==> config.mk <==
export PLATFORM = sky130hd
export DESIGN_NAME = brick_render
export DESIGN_NICKNAME = d
export VERILOG_FILES = /design/src/rtl/brick_render_pkg.sv /design/src/rtl/brick_palette.sv /design/src/rtl/brick_render.sv
export SDC_FILE = /design/constraint.sdc
export NUM_CORES = 2
export LEC_CHECK = 0
export CORE_AREA = 3 3 593 595
export DETAILED_ROUTE_END_ITERATION = 10
export DIE_AREA = 0 0 596 598
export GPL_TIMING_DRIVEN = 0
export PLACE_DENSITY_LB_ADDON = 0.3
export SLEW_MARGIN = 20
export SYNTH_ARGS = -nofsm -noshare
export SYNTH_HDL_FRONTEND = slang
export SYNTH_HIERARCHICAL = 1
export SYNTH_SLANG_ARGS = --single-unit
==> constraint.sdc <==
create_clock -name clk -period 4.4 [get_ports clk]
set_clock_uncertainty 0.1 [all_clocks]
set_input_delay 0.88 -clock clk [delete_from_list [all_inputs] [get_ports clk]]
set_output_delay 0.88 -clock clk [all_outputs]
set_load 0.02 [all_outputs]
==> src/rtl/brick_render_pkg.sv <==
// Shared game constants: screen, ball, brick grid and paddle geometry, plus the colour palette.
// Imported by the renderer and by ball_control so both agree on the playfield.
package brick_render_pkg;

    localparam int unsigned GAME_H       = 640;
    localparam int unsigned GAME_V       = 480;
    localparam int unsigned GAME_BALL_W  = 16;
    localparam int unsigned GAME_BALL_H  = 10;
    localparam int unsigned GAME_BRICK_W = 32;
    localparam int unsigned GAME_BRICK_H = 20;
    localparam int unsigned GAME_BOARD_Y = 467;
    localparam int unsigned GAME_BOARD_W = 96;
    localparam int unsigned GAME_BOARD_H = 10;

    localparam int unsigned GRID_COLS = 20;
    localparam int unsigned GRID_ROWS = 24;
    localparam int unsigned CELL_BITS = 3;
    localparam int unsigned ROW_BITS  = GRID_COLS * CELL_BITS;
    localparam int unsigned MAP_BITS  = ROW_BITS * GRID_ROWS;

    typedef logic [11:0]          rgb444_t;
    typedef logic [CELL_BITS-1:0] cell_code_t;

    localparam rgb444_t COLOR_BG    = 12'h000;
    localparam rgb444_t COLOR_BALL  = 12'hFFF;
    localparam rgb444_t COLOR_BOARD = 12'h0AF;

    localparam rgb444_t PAL_1 = 12'hF00;
    localparam rgb444_t PAL_2 = 12'hF80;
    localparam rgb444_t PAL_3 = 12'hFF0;
    localparam rgb444_t PAL_4 = 12'h0F0;
    localparam rgb444_t PAL_5 = 12'h0FF;
    localparam rgb444_t PAL_6 = 12'h00F;
    localparam rgb444_t PAL_7 = 12'hF0F;

endpackage

==> src/rtl/brick_palette.sv <==
// Combinational brick colour lookup: 3-bit cell code to RGB444.
// Code 0 (empty cell) maps to background.
module brick_palette
    import brick_render_pkg::*;
(
    input  cell_code_t code,
    output rgb444_t    color
);

    always_comb begin
        color = COLOR_BG;
        case (code)
            3'd1:    color = PAL_1;
            3'd2:    color = PAL_2;
            3'd3:    color = PAL_3;
            3'd4:    color = PAL_4;
            3'd5:    color = PAL_5;
            3'd6:    color = PAL_6;
            3'd7:    color = PAL_7;
            default: color = COLOR_BG;
        endcase
    end

endmodule

==> src/rtl/brick_render.sv <==
// Two-stage pixel renderer for the brick game: ball, paddle, brick grid over black.
// Game objects are sampled into snapshot registers on frame_start so a frame never tears.
module brick_render
    import brick_render_pkg::*;
#(
    parameter int unsigned H       = GAME_H,
    parameter int unsigned V       = GAME_V,
    parameter int unsigned BALL_W  = GAME_BALL_W,
    parameter int unsigned BALL_H  = GAME_BALL_H,
    parameter int unsigned BRICK_W = GAME_BRICK_W,
    parameter int unsigned BRICK_H = GAME_BRICK_H,
    parameter int unsigned BOARD_Y = GAME_BOARD_Y,
    parameter int unsigned BOARD_W = GAME_BOARD_W,
    parameter int unsigned BOARD_H = GAME_BOARD_H
) (
    input  logic                clk,
    input  logic                rst_n,
    input  logic [9:0]          h_cnt,
    input  logic [9:0]          v_cnt,
    input  logic                valid,
    input  logic                frame_start,
    input  logic [MAP_BITS-1:0] bricks,
    input  logic [9:0]          ball_x,
    input  logic [9:0]          ball_y,
    input  logic [9:0]          board_x,
    output logic [11:0]         pixel,
    output logic                pixel_valid,
    output logic [7:0]          frame_cnt
);

    localparam int unsigned COL_W = $clog2(GRID_COLS);
    localparam int unsigned ROW_W = $clog2(GRID_ROWS);
    localparam int unsigned LX_W  = $clog2(BRICK_W);
    localparam int unsigned LY_W  = $clog2(BRICK_H);

    logic [MAP_BITS-1:0] snap_bricks;
    logic [9:0]          snap_ball_x;
    logic [9:0]          snap_ball_y;
    logic [9:0]          snap_board_x;

    always_ff @(posedge clk) begin
        if (!rst_n) begin
            snap_bricks  <= '0;
            snap_ball_x  <= '0;
            snap_ball_y  <= '0;
            snap_board_x <= '0;
            frame_cnt    <= '0;
        end else if (frame_start) begin
            snap_bricks  <= bricks;
            snap_ball_x  <= ball_x;
            snap_ball_y  <= ball_y;
            snap_board_x <= board_x;
            frame_cnt    <= frame_cnt + 8'd1;
        end
    end

    // Stage 1: geometry. All compares are 11 bits wide so position+size never wraps.
    logic [10:0]         h11;
    logic [10:0]         v11;
    logic                in_range_c;
    logic                ball_hit_c;
    logic                board_hit_c;
    logic [COL_W-1:0]    col_c;
    logic [ROW_W-1:0]    row_c;
    logic [LX_W-1:0]     lx_c;
    logic [LY_W-1:0]     ly_c;
    logic [ROW_BITS-1:0] row_bits_c;

    assign h11 = {1'b0, h_cnt};
    assign v11 = {1'b0, v_cnt};

    assign in_range_c  = valid && (h11 < 11'(H)) && (v11 < 11'(V));
    assign ball_hit_c  = ({1'b0, snap_ball_x} <= h11) && (h11 < {1'b0, snap_ball_x} + 11'(BALL_W)) &&
                         ({1'b0, snap_ball_y} <= v11) && (v11 < {1'b0, snap_ball_y} + 11'(BALL_H));
    assign board_hit_c = ({1'b0, snap_board_x} <= h11) && (h11 < {1'b0, snap_board_x} + 11'(BOARD_W)) &&
                         (11'(BOARD_Y) <= v11) && (v11 < 11'(BOARD_Y) + 11'(BOARD_H));

    assign col_c = COL_W'(h_cnt / 10'(BRICK_W));
    assign row_c = ROW_W'(v_cnt / 10'(BRICK_H));
    assign lx_c  = LX_W'(h_cnt % 10'(BRICK_W));
    assign ly_c  = LY_W'(v_cnt % 10'(BRICK_H));

    // The row is pulled out of the snapshot here, in the same cycle as the hit flags,
    // so a pixel coinciding with frame_start still sees the old map. The explicit
    // row compare keeps off-screen coordinates from indexing past the map.
    always_comb begin
        row_bits_c = '0;
        if (in_range_c) begin
            for (int r = 0; r < int'(GRID_ROWS); r++) begin
                if (row_c == ROW_W'(r)) begin
                    row_bits_c = snap_bricks[r*ROW_BITS +: ROW_BITS];
                end
            end
        end
    end

    logic                s1_valid;
    logic                s1_in_range;
    logic                s1_ball;
    logic                s1_board;
    logic [COL_W-1:0]    s1_col;
    logic [LX_W-1:0]     s1_lx;
    logic [LY_W-1:0]     s1_ly;
    logic [ROW_BITS-1:0] s1_row_bits;

    always_ff @(posedge clk) begin
        if (!rst_n) begin
            s1_valid    <= 1'b0;
            s1_in_range <= 1'b0;
            s1_ball     <= 1'b0;
            s1_board    <= 1'b0;
            s1_col      <= '0;
            s1_lx       <= '0;
            s1_ly       <= '0;
            s1_row_bits <= '0;
        end else begin
            s1_valid    <= valid;
            s1_in_range <= in_range_c;
            s1_ball     <= ball_hit_c;
            s1_board    <= board_hit_c;
            s1_col      <= col_c;
            s1_lx       <= lx_c;
            s1_ly       <= ly_c;
            s1_row_bits <= row_bits_c;
        end
    end

    // Stage 2: cell code lookup and priority colour select.
    cell_code_t code_c;
    rgb444_t    brick_color;
    rgb444_t    color_c;

    always_comb begin
        code_c = '0;
        for (int c = 0; c < int'(GRID_COLS); c++) begin
            if (s1_col == COL_W'(c)) begin
                code_c = s1_row_bits[c*CELL_BITS +: CELL_BITS];
            end
        end
    end

    brick_palette u_palette (
        .code  (code_c),
        .color (brick_color)
    );

    always_comb begin
        color_c = COLOR_BG;
        if (!s1_in_range) begin
            color_c = COLOR_BG;
        end else if (s1_ball) begin
            color_c = COLOR_BALL;
        end else if (s1_board) begin
            color_c = COLOR_BOARD;
        end else if ((code_c != '0) && (s1_lx != '0) && (s1_ly != '0)) begin
            color_c = brick_color;
        end
    end

    always_ff @(posedge clk) begin
        if (!rst_n) begin
            pixel       <= COLOR_BG;
            pixel_valid <= 1'b0;
        end else begin
            pixel       <= color_c;
            pixel_valid <= s1_valid;
        end
    end

endmodule

==> results by group <==
STA
  • Min Tclk post-route: 4.67 ns
  • Worst Max-Slew Pin Slew: about 1.4 ns
  • Max frequency: 214 MHz
  • # setup viols final: 32
  • Slew headroom: 0.0896
  • Fin. max-slew vios: 0
  • Crit share post-route: 1.06
  • Final Hold Violating Endpoints: 0
  • Fin Setup TNS: -1.92 ns
  • RSZ-0062 raised after global routing: yes
  • Crit path setup slack, layout: -0.265 ns

Place
  • PortBufs: 1512
  • RD Place Congestion: a little under 1
  • HPWL after DPL: 506 mm
  • Placed Area: 0.0946 mm^2
  • Dpl ws: -4.76 ns

Clock network
  • CTS tree: built
  • Clk slew on worst S/H paths: 0.06 ns
  • Bufs on Longest Clock Path: 4
  • CTS root buffer: clkbuf_16
  • Worst-skew pair later-pin latency: 0.88 ns
  • Clock Sinks: approximately 1600
  • Hold Buf Count CTS: 0
  • Max H-tree Level: 4
  • Total CTS buffers: around 200

Worst setup path
  • CP bufs+invs: 5
  • Most used cell, CP: buf_12
  • Worst setup EP type: flop
  • CP max-delay cell: o211ai_1
  • Reg2reg setup slack: 0.15 ns
  • Worst-case reg-to-reg path depth: 16
  • Cells along the critical path: buf_8 > buf_6 > nand2b_4 > or4_4 > o311ai_4 > or4_4 > o21ai_4 > buf_12 > nand3_4 > buf_12 > nor3_4 > buf_12 > a22oi_2 > o211ai_1 > a221o_1 > o221ai_4 > a31oi_4
  • Slowest stage delay, CP: 0.63 ns
  • CP required: around 5 ns
  • Setup crit start kind: primary input
  • Crit Path Max Fanout: 7
  • Setup crit start: v_cnt[6]
  • R2r endpoint: pixel[11]
  • Critical Path Sink: s1_row_bits[7]
  • CP top delay family: compound AO/OA/AOI/OAI gates
  • Reg-to-Reg Start: s1_col[0]
  • Levels on crit path: 17
  • Crit path arrival time: around 5.3 ns
  • Critical path class: primary input to flop

Power
  • Final Power: 0.0437 W
  • Max IR drop VDD: around 0.3 mV
  • PwrDens: 409 mW/mm^2
  • Psw: 0.0145 W
  • Clock power frac: 0.394
  • Sw Ratio: 0.333
  • Comb pwr share: 0.242
  • Internal power: 0.0291 W
  • Leak: between 40 and 50 nW
  • Flop pwr share: 0.365

Global route
  • Largest net degree at the start of global routing: 16
  • GRT Residual Overflow: 0
  • M2 GR Usage: 0.522
  • Met3 usage: 0.0731
  • Global Route Usage Sum: 0.325
  • GRT met1 Usage: 0.401
  • Global-route wire length before repair: 752 mm
  • Initial antenna violation count: ~260
  • Vias in the first global route: 69100
  • Most Crowded Layer GR: met2

Drt
  • WL final: 606 mm
  • Via count: 71500
  • 1st-pass router iterations: 10
  • Initial DRC Count: 9101
  • Post-route DRC: 0
  • Mean number of vias per cell: 5.06
  • Avg WL per Cell: 43.0 um
  • Detail Route Antenna Nets: 0

Yosys
  • Ys flop type: dfxtp_1
  • #FFs+latches synth: about 1600
  • Share of the synthesized area in the top cell type: 0.436
  • Post-synth top area cell: dfxtp_1
  • Avg Synthesized Cell Area: about 10 um^2
  • Cell count after synthesis: 7379
  • Yosys cell types: 90
  • Synth async-reset ratio: 0
  • EDFF count, synth: 0
  • Sequential share of the synthesized area: 0.436
  • Syn Nets: slightly below 9000
  • YS warnings: 6
  • Mapped Area: 0.0722 mm^2
  • Synth top area cells: dfxtp_1 44%, mux2i_1 22%, nor2b_1 13%

Layout
  • Fraction of layout cells with a size suffix above 1: 0.127
  • Reg area: roughly 0.031 mm^2
  • Fill cell count: 36000
  • Design area: 0.107 mm^2
  • Post-layout nets: 10800
  • Syn-to-layout area delta: 47.9%
  • Multi-input gate area: 0.0413 mm^2

Floorplanning
  • Placement Rows: 216
  • # IOs: 1515
  • Die Ht: about 600 um
  • Core ar.: 0.346 mm^2
  • Initial Utilization: 0.208
  • Die W: 596 um
  • Die ar.: 0.356 mm^2

Status
  • Failing checks: negative setup slack
  • Status: complete, but fails checks

Hold path
  • Worst hold-check path type: flop to flop

Job
  • Max Cap Viol: 0
[registers in the layout, indices dropped and copies added, names as in the netlist]
register,flops
s1_ball,1
snap_bricks,1440
s1_in_range,1
s1_col,5
snap_ball_y,10
snap_board_x,10
pixel,12
s1_board,1
frame_cnt,8
s1_valid,1
pixel_valid,1
s1_lx,5
s1_row_bits,60
snap_ball_x,10
s1_ly,5
[worst min-delay path by stage]
stage / cells after the start / slack [ns] / to / from
after floorplan: 1 / 0.31 / pixel_valid / s1_valid
after global placement: 1 / 0.32 / pixel_valid / s1_valid
after detailed placement: 1 / 0.33 / pixel_valid / s1_valid
after CTS: 1 / 0.35 / pixel_valid / s1_valid
after global routing: 1 / 0.37 / pixel_valid / s1_valid
final: 1 / 0.35 / pixel_valid / s1_valid
[stage by stage]
stage	hold WS (ns)	instances	utilization
floorplan	0.312	7379	-
global placement	0.321	13500	0.268
detailed placement	0.332	13500	0.273
CTS	0.347	14000	0.305
global route	0.366	14100	0.308
finish	0.345	14100	0.308
[metal layers]
layer	vias up	wire [um]
met5	-	555
met1	35600	245000
li1	30000	-
met2	4558	274000
met4	80	40300
met3	1329	46900
[cell usage after synthesis (17+ instances only)]
cell type     n
nand3_1      88
nand2b_1     23
nor2_1      168
a21o_1       23
and2_1       32
a222oi_1     20
a221o_1      25
mux2i_1    1561
buf_1       108
dfxtp_1    1570
o221ai_1     67
nor2b_1    1490
nand4_1      25
buf_2        85
and3_1       36
mux2_2       24
o211ai_1     36
a211oi_1     27
clkbuf_1    365
o21ai_1      17
o21ai_0     191
a21oi_1     234
nand2_1     397
a221oi_1     62
inv_1        44
a31oi_1      54
nor3_1       49
o22ai_1     119
a22oi_1      69
ha_1         64
[placed cells by master, fill, tap and decap left out, types with 39 or more instances in the layout]
cell type / count
clkbuf_2: 57
inv_1: 41
o22ai_1: 95
o21ai_0: 150
a22oi_1: 64
diode_2: 103
mux2i_1: 1547
ha_1: 64
nor2b_1: 1485
buf_6: 62
nand2_1: 370
clkdlybuf4s50_1: 1504
clkbuf_8: 49
o221ai_1: 39
a21oi_1: 183
nor2_1: 145
clkbuf_1: 280
buf_12: 48
buf_4: 157
nand3_1: 79
dfxtp_1: 1569
buf_1: 80
clkbuf_16: 209
a221oi_1: 47
[final cells by class]
type                            instances  share of cell area
Clock buffer                          278              0.0527
Timing Repair Buffer                 1714               0.163
Sequential cell                      1570               0.295
Inverter                               47             0.00175
Buffer                                570              0.0354
Clock inverter                         70             0.00957
Tap cell                             4578              0.0537
Multi-Input combinational cell       5186               0.387
Antenna cell                          103             0.00242
[cells by family after synthesis]
family	share of synthesized area
xor+xnor	0.00279
simple gates	0.185
buf+inv	0.0350
compound gates	0.108
fa+ha+maj	0.0111
mux	0.223
flops	0.436
[power by group through the flow]
stage	Combinational, W	Clock [W]	Sequential [W]
floorplan	0.00327	0	0.0157
global placement	0.00887	0	0.0162
detailed placement	0.00926	0	0.0162
CTS	0.0102	0.0173	0.0159
global route	0.0107	0.0178	0.0159
finish	0.0106	0.0172	0.0159
[what timing repair did]
action,CTS,global route
cloned,1,0
hold endpoints to repair,0,0
endpoints found under the setup margin,75,65
resized for setup,858,152
setup buffers,90,41
pin swaps,93,56
Power figures use the tool's default switching activity.
